==> config.mk <==
export PLATFORM = sky130hd
export DESIGN_NAME = blood_anim_ctrl
export DESIGN_NICKNAME = d
export VERILOG_FILES = /design/src/rtl/blood_anim_ctrl.sv
export SDC_FILE = /design/constraint.sdc
export NUM_CORES = 1
export LEC_CHECK = 0
export ABC_AREA = 1
export BUFFER_PORTS_ARGS = -buffer_cell sky130_fd_sc_hd__buf_4
export CAP_MARGIN = 10
export CORE_ASPECT_RATIO = 0.7
export CORE_MARGIN = 3
export CORE_UTILIZATION = 50
export DETAILED_ROUTE_END_ITERATION = 8
export PLACE_DENSITY = 0.76
export SYNTH_ARGS = -nofsm -noshare
export SYNTH_HDL_FRONTEND = slang
export SYNTH_SLANG_ARGS = --single-unit
==> constraint.sdc <==
create_clock -name clk -period 3.9 [get_ports clk]
set_input_delay 0.78 -clock clk [delete_from_list [all_inputs] [get_ports clk]]
set_output_delay 0.78 -clock clk [all_outputs]
set_load 0.02 [all_outputs]
==> src/rtl/blood_anim_ctrl.sv <==
// Blood-splatter animation controller for two fighters.
// Each fighter has a small IDLE/PLAY sequencer that steps through the
// shared blood frame ROM at a vsync-divided rate. Per scanned pixel the
// block decides which fighter (if any) owns the ROM, drives the ROM
// address, and one cycle later returns the masked blood colour.
module blood_anim_ctrl #(
  parameter int          NUM_FRAMES = 29,
  parameter int          FRAME_DIV  = 4,
  parameter logic [11:0] TRANSP     = 12'h000
) (
  input  logic        clk,
  input  logic        reset,
  input  logic        vsync_tick,
  input  logic        hit_p1,
  input  logic        hit_p2,
  input  logic [9:0]  p1_x,
  input  logic [9:0]  p1_y,
  input  logic [9:0]  p2_x,
  input  logic [9:0]  p2_y,
  input  logic [9:0]  pixel_x,
  input  logic [9:0]  pixel_y,
  output logic [4:0]  rom_frame,
  output logic [5:0]  rom_row,
  output logic [5:0]  rom_col,
  input  logic [11:0] rom_data,
  output logic        blood_on,
  output logic [11:0] blood_rgb,
  output logic        busy_p1,
  output logic        busy_p2
);

  localparam int              DIV_W      = (FRAME_DIV > 1) ? $clog2(FRAME_DIV) : 1;
  localparam logic [DIV_W-1:0] DIV_LAST  = DIV_W'(FRAME_DIV - 1);
  localparam logic [4:0]      FRAME_LAST = 5'(NUM_FRAMES - 1);

  typedef enum logic {IDLE, PLAY} state_t;

  // Index 0 is P1, index 1 is P2 throughout.
  state_t             state_q [2];
  state_t             state_d [2];
  logic [4:0]         frame_q [2];
  logic [4:0]         frame_d [2];
  logic [DIV_W-1:0]   div_q   [2];
  logic [DIV_W-1:0]   div_d   [2];
  logic [1:0]         hit_vec;
  logic [9:0]         org_x   [2];
  logic [9:0]         org_y   [2];
  logic [9:0]         off_x   [2];
  logic [9:0]         off_y   [2];
  logic [1:0]         in_win;
  logic               p1_own;
  logic               p2_own;
  logic               hit_d;
  logic               hit_q;

  assign hit_vec  = {hit_p2, hit_p1};
  assign org_x[0] = p1_x;
  assign org_y[0] = p1_y;
  assign org_x[1] = p2_x;
  assign org_y[1] = p2_y;

  // Sequencer state, frame and divider registers for both fighters.
  always_ff @(posedge clk or posedge reset) begin
    if (reset) begin
      for (int i = 0; i < 2; i++) begin
        state_q[i] <= IDLE;
        frame_q[i] <= '0;
        div_q[i]   <= '0;
      end
    end else begin
      for (int i = 0; i < 2; i++) begin
        state_q[i] <= state_d[i];
        frame_q[i] <= frame_d[i];
        div_q[i]   <= div_d[i];
      end
    end
  end

  // Next-state logic: a hit always (re)starts at frame 0 and swallows any
  // vsync tick in the same cycle; otherwise vsync advances the divider and
  // the divider rolls the frame, ending the animation after the last frame.
  always_comb begin
    for (int i = 0; i < 2; i++) begin
      state_d[i] = state_q[i];
      frame_d[i] = frame_q[i];
      div_d[i]   = div_q[i];
      case (state_q[i])
        IDLE: begin
          if (hit_vec[i]) begin
            state_d[i] = PLAY;
            frame_d[i] = '0;
            div_d[i]   = '0;
          end
        end
        PLAY: begin
          if (hit_vec[i]) begin
            frame_d[i] = '0;
            div_d[i]   = '0;
          end else if (vsync_tick) begin
            if (div_q[i] == DIV_LAST) begin
              div_d[i] = '0;
              if (frame_q[i] == FRAME_LAST) begin
                state_d[i] = IDLE;
                frame_d[i] = '0;
              end else begin
                frame_d[i] = frame_q[i] + 5'd1;
              end
            end else begin
              div_d[i] = div_q[i] + 1'b1;
            end
          end
        end
        default: begin
          state_d[i] = IDLE;
          frame_d[i] = '0;
          div_d[i]   = '0;
        end
      endcase
    end
  end

  // Window test in 11 bits so a sprite near the right/bottom edge is
  // clipped at 1023 instead of wrapping around to column/row 0.
  always_comb begin
    in_win = '0;
    for (int i = 0; i < 2; i++) begin
      off_x[i] = pixel_x - org_x[i];
      off_y[i] = pixel_y - org_y[i];
      in_win[i] = (state_q[i] == PLAY) &&
                  ({1'b0, pixel_x} >= {1'b0, org_x[i]}) &&
                  ({1'b0, pixel_x} <= ({1'b0, org_x[i]} + 11'd63)) &&
                  ({1'b0, pixel_y} >= {1'b0, org_y[i]}) &&
                  ({1'b0, pixel_y} <= ({1'b0, org_y[i]} + 11'd63));
    end
  end

  // ROM ownership and address: P1 has fixed priority, so on an overlap P2
  // is hidden even where P1's colour turns out to be transparent.
  always_comb begin
    p1_own    = in_win[0];
    p2_own    = !in_win[0] && in_win[1];
    hit_d     = p1_own || p2_own;
    rom_frame = '0;
    rom_row   = '0;
    rom_col   = '0;
    if (p1_own) begin
      rom_frame = frame_q[0];
      rom_row   = off_y[0][5:0];
      rom_col   = off_x[0][5:0];
    end else if (p2_own) begin
      rom_frame = frame_q[1];
      rom_row   = off_y[1][5:0];
      rom_col   = off_x[1][5:0];
    end
  end

  // Align the ownership flag with the ROM's one-cycle read latency.
  always_ff @(posedge clk or posedge reset) begin
    if (reset) begin
      hit_q <= 1'b0;
    end else begin
      hit_q <= hit_d;
    end
  end

  // Masked pixel back to the mixer, plus per-fighter busy flags.
  always_comb begin
    blood_on  = hit_q && (rom_data != TRANSP);
    blood_rgb = blood_on ? rom_data : 12'h000;
    busy_p1   = (state_q[0] == PLAY);
    busy_p2   = (state_q[1] == PLAY);
  end

endmodule

# After elaboration in Yosys (flattened, before gate mapping)
# Cells that the tools add are included.
[classes] n_addsub=12 eq_ne=10 order_cmp=8 n_bitwise=2 reduce_logical=17 mux=41
[ops] operator="2-to-1 mux 5 bit" n=12
[ops] operator="adder 10 x 6 -> 11 bit, second input constant" n=4
[ops] operator="less-or-equal comparator 10 x 11 -> 1 bit" n=4
[ops] operator=">= comparator 10 bit" n=4
[ops] operator="2-to-1 mux 6 bit" n=4
[ops] operator="subtractor 6 bit" n=4
[ops] operator="case mux 5 bit (2 select lines)" n=2
[ops] operator="2-to-1 mux 2 bit" n=8
[ops] operator="2-to-1 mux 12 bit" n=1
[ops] operator="nonzero test 12 bit" n=1
[ops] operator="adder 5 x 1 -> 5 bit, second input constant" n=2
[ops] operator="equality test 5 bit, second input constant" n=2
[ops] operator="logical AND 1 bit" n=10
[ops] operator="2-to-1 mux 1 bit" n=10
[ops] operator="case mux 2 bit (2 select lines)" n=2
[ops] operator="inequality test 3 x 2 -> 1 bit, second input constant" n=2
[ops] operator="inequality test 3 bit, second input constant" n=2
[ops] operator="AND reduction 3 bit" n=2
[ops] operator="adder 2 x 1 -> 2 bit, second input constant" n=2
[ops] operator="equality test 2 bit, second input constant" n=2
[ops] operator="inequality test 2 bit, second input constant" n=2
[ops] operator="case mux 1 bit (2 select lines)" n=2
[ops] operator="AND reduction 2 bit" n=2
[ops] operator="inverter 1 bit" n=2
[ops] operator="2 further kinds" n=2
[totals] word_cells=97 inputBits=77 out_inout_bits=32 regBits=17

# Depth between registers and ports, before layout
[logic_depth] ltp_word=9 mapped_depth=21

# Least setup slack after synthesis
# Ideal clock, no wire load.
[synth_path] path_type="input to output" from="input p1_x[0]" to="output rom_frame[2]" n_path_buf=1 slack_ps=228 arrival_time_ps=2892 path_stages=17 cell_sequence="inv_1 ha_1 nand3_1 nor2_1 nand2_1 xor2_1 ha_1 nand2_1 inv_1 a21oi_1 nand2_1 nand2_1 a21oi_2 nor3b_4 buf_6 nand3_1 nand2_1"
[synth_via] elab_chain_len=9 word_cells_on_any_way=11 classes_between="add/sub (1); order compare (2); mux (2); reduce/logical (6)"
[synth_lines] element="start: declaration" line="16" text="input logic [9:0] p1_x,"
[synth_lines] element="adder 10 x 6 -> 11 bit / >= comparator 10 bit (equally long branches)" line="131, 130"
[synth_lines] element="less-or-equal comparator 10 x 11 -> 1 bit / logical AND 1 bit (equally long branches)" line="131, 129"
[synth_lines] element="logical AND 1 bit *" line="130" text="({1'b0, pixel_x} >= {1'b0, org_x[i]}) &&"
[synth_lines] element="logical AND 1 bit *" line="131" text="({1'b0, pixel_x} <= ({1'b0, org_x[i]} + 11'd63)) &&"
[synth_lines] element="logical AND 1 bit *" line="132" text="({1'b0, pixel_y} >= {1'b0, org_y[i]}) &&"
[synth_lines] element="zero test 1 bit" line="141" text="p2_own = !in_win[0] && in_win[1];"
[synth_lines] element="logical AND 1 bit" line="141"
[synth_lines] element="2-to-1 mux 5 bit" line="150" text="end else if (p2_own) begin"
[synth_lines] element="2-to-1 mux 5 bit *" line="146" text="if (p1_own) begin"
[synth_lines] element="end: declaration" line="22" text="output logic [4:0] rom_frame,"
# Mark *: on every way between the ends. The rest lies on a longest branch, timed or not.

# Worst setup path after layout
[layout_path] from="input p1_y[1]" to="output rom_col[4]"
[layout_via] elab_chain_len=7 word_cells_on_any_way=9 classes_between="add/sub (1); order compare (2); mux (2); reduce/logical (4)"
[layout_lines] element="start: declaration" line="17" text="input logic [9:0] p1_y,"
[layout_lines] element="adder 10 x 6 -> 11 bit / >= comparator 10 bit (equally long branches)" line="133, 132"
[layout_lines] element="less-or-equal comparator 10 x 11 -> 1 bit / logical AND 1 bit (equally long branches)" line="133, 131"
[layout_lines] element="logical AND 1 bit *" line="132"
[layout_lines] element="zero test 1 bit" line="141"
[layout_lines] element="logical AND 1 bit" line="141"
[layout_lines] element="2-to-1 mux 6 bit" line="150"
[layout_lines] element="2-to-1 mux 6 bit *" line="146"
[layout_lines] element="end: declaration" line="24" text="output logic [5:0] rom_col,"
# Marks and branches as above.

==> flow_summary.ini <==
[detailed_routing]
dr_total_vias = 5307
wl_met1_mm = 6.52
dr.first_iter.drc_count = 392
firstDrtPassIters = 5
routed-wl-met3_mm = 1.40
wl_per_cell_um = 16.2
drt_wl_total_mm = 15.6
wl_met2_mm = 7.40
ant_nets = 0
via_per_inst = 5.51
top_layer = met4
drc = 0

[timing]
post-route-period-util_pct = 103
fmax_mhz = 248
rsz0062_at_grt = true
fin_crit_ns = 4.03
worst_slew_pin_slew_ns = 0.686
final_max_slew_viol_count = 0
setup_slack_ns = -0.126
slew_headroom_pct = 54.2
skew_ns = 0.00219
finalSetupViolations = 17
hold_violations = 0
hold_slack_ns = 0.509

[clock_tree]
clock_sinks = 17
hold_buffers = 0
cts-root-buf = clkbuf_16
clk_latency_ns = 0.25
cts_buffer_depth = 2
htreeDepth = 1
cts_inserted_buffers = 3
cts_tree = built
cts.clk_slew.worst_paths_ns = 0.05

[power_and_ir_drop]
seqPwrFrac_pct = 15.7
ir_drop_uv = 165
switching_share_pct = 45.5
p_comb_share_pct = 67.9
power.net_switching_mw = 0.587
p_leak_nw = 3.51
p_int_mw = 0.702
pwr-share-clk_pct = 16.3
p_per_area_mw_per_mm2 = 196

[floorplanning]
die_w_um = 118
dieArea_mm2 = 0.00988
start_util_pct = 53.3
ios = 109
core_mm2 = 0.00818
die_y_um = 84.1
rows = 27

[min_path]
hold_end = div_q[3]
min_path_cells = 1
worstHoldStart = div_q[3]
hp-class = reg2reg

[setup_path]
worstPathMaxFanout = 5
crit_chain = buf_6 -> inv_4 -> buf_4 -> buf_4 -> buf_4 -> ha_1 -> nor3b_1 -> nand3_1 -> nand4_2 -> nor3b_4 -> buf_6 -> nand3_1 -> nand2_1 -> buf_4
r2r_start = div_q[2]
cp_slowest_cell = nor3b_4
rr_worst_depth = 6
cpPeakStageDelay_ns = 0.37
rrSetupSlack_ns = 2.39
crit_top_cell = buf_4
arrival_ns = 3.25
path_class = in2out
cp-start-kind = primary input
worstSetupEndpointType = primary output
r2r-end = frame_q[9]
crit_required_ns = 3.12

[global_routing]
grt_pass1_wl_mm = 23.7
first_global_vias = 5063
grt_use_total_pct = 28.8
antenna_found_initial = 0
grt_max_degree = 18
overflow = 0

[job]
cap_violations = 0

[final_layout]
num_antenna_cells = 0
fin_nets = 1019
areaGrowthSynthToFinish_pct = 51.3
final_layout_size_suffix_gt1_share_pct = 34.7
final_core_util_pct = 80.6

[synth]
synth.distinct_cells = 34
ys_seq_area_share_pct = 9.77
syn_inst = 677
synth_fp_nets = 848
synthFlopType = dfrtp_1
synthArstFlopShare_pct = 100
syn_avg_cell_area_um2 = 6.43
synth-edff-count = 0
synthesis.area_mm2 = 0.00436
synth_seq_cells = 17
yosysWarnings = 0

[status]
violations = negative setup slack
status = finished, violations left

[place]
hpwlAfterDp_mm = 10.8
gp_congestion = 0.901
port_buffers = 108
==> stage by stage <==
step                      power (mW)  TNS, ns  std cells  area (um^2)  worst slack (ns)
after floorplan                0.625        0        677         4360             0.228
after global placement         0.857    -1.28        922         5490           -0.0797
after detailed placement       0.876    -2.60        922         5490            -0.177
after CTS                       1.22  -0.0213        959         6290           -0.0112
after global routing            1.38    -2.46        963         6590            -0.211
final                           1.29    -1.14        963         6590            -0.126
==> critical path, delay by kind of cell <==
kind | cells | cell delay, ns
buf+inv | 7 | 0.86
fa+ha+maj | 1 | 0.29
simple gates | 6 | 1.29
==> flip-flops by register name, summed over array words and instances (netlist names) <==
signal,count
busy_p1,1
div_q,4
frame_q,10
busy_p2,1
hit_q,1
==> cells by family (layout without fill, tap and decap cells) <==
family                     after synthesis  count (layout)  share of synthesized area [%]
AOI/OAI and AO/OA                       70              70                           8.93
and+or+nand+nor                        323             326                           32.7
xor gates and xnor gates                48              48                           9.65
DFF                                     17              17                           9.77
buffers and inverters                  125             292                           11.3
adders and majority gates               94              94                           27.7
==> per-layer routing <==
metal	track usage [%]	up-vias
li1	-	2550
met1	38.1	2477
met2	50.3	243
met3	5.28	37
met4	3.51	0
met5	0	-
==> power groups by stage <==
| stage | registers [mW] | clock network (mW) | logic (mW) |
|---|---|---|---|
| after floorplan | 0.199 | 0 | 0.425 |
| after global placement | 0.203 | 0 | 0.654 |
| after detailed placement | 0.204 | 0 | 0.673 |
| after CTS | 0.201 | 0.208 | 0.810 |
| after global routing | 0.205 | 0.217 | 0.956 |
| final | 0.203 | 0.210 | 0.876 |
==> cells in the mapped netlist, types with 3 or more instances <==
cell / number / share of area, %
a21o_1: 5 / 0.86
nand4_1: 11 / 1.6
ha_1: 90 / 26
nand3b_1: 5 / 0.86
nor2_1: 60 / 5.2
xor2_1: 37 / 7.4
nand3_1: 68 / 7.8
nand2_1: 159 / 14
o21ai_0: 16 / 1.8
fa_1: 4 / 1.8
a21oi_1: 38 / 4.4
nor3_1: 8 / 0.92
inv_1: 118 / 10
nor3b_1: 3 / 0.52
dfrtp_1: 17 / 9.8
xnor2_1: 11 / 2.2
==> layout make-up <==
class / count / area (um^2)
multi-input cells: 538 / 4010
fillers: 543 / 1590
repair buffers: 169 / 1440
inverters: 119 / 490
flip-flops and latches: 17 / 425
well taps: 116 / 145
clock buffers: 3 / 75.1
clock inverters: 1 / 5.00
==> cells in the final DEF (no fill, tap or decap), types with 3 or more instances in the layout <==
cell,instances
ha_1,84
nor2_1,47
a21o_1,5
xor2_1,35
buf_8,4
fa_1,4
inv_4,6
nand2_2,31
nand2_1,129
ha_4,5
nand4_1,11
nor3_1,6
clkbuf_16,3
nand3_2,31
dfrtp_1,17
xnor2_1,11
buf_4,135
nand3_4,10
nand3_1,31
nand3b_1,5
inv_2,3
nor3b_1,3
o21ai_0,15
nor2_2,7
a21oi_1,32
nor2_4,7
a21oi_2,6
buf_6,28
inv_1,105
==> what timing repair did <==
item	CTS	global route
gates resized for setup	108	83
setup buffers	27	8
endpoints found under the setup margin	17	17
pin swaps	55	49
cloned	6	1
==> how the worst max path moves through the flow <==
stage	from	endpoint	slack, ns	cells past startpoint
final	p1_y[1]	rom_col[4]	-0.13	14
after CTS	p1_y[1]	rom_col[5]	-0.01	21
after detailed placement	p1_x[0]	rom_frame[1]	-0.18	19
after global routing	p1_x[0]	rom_col[1]	-0.21	18
after global placement	p1_x[0]	rom_row[4]	-0.08	16
after floorplan	p1_x[0]	rom_frame[2]	0.23	17
Power figures use the tool's default switching activity.
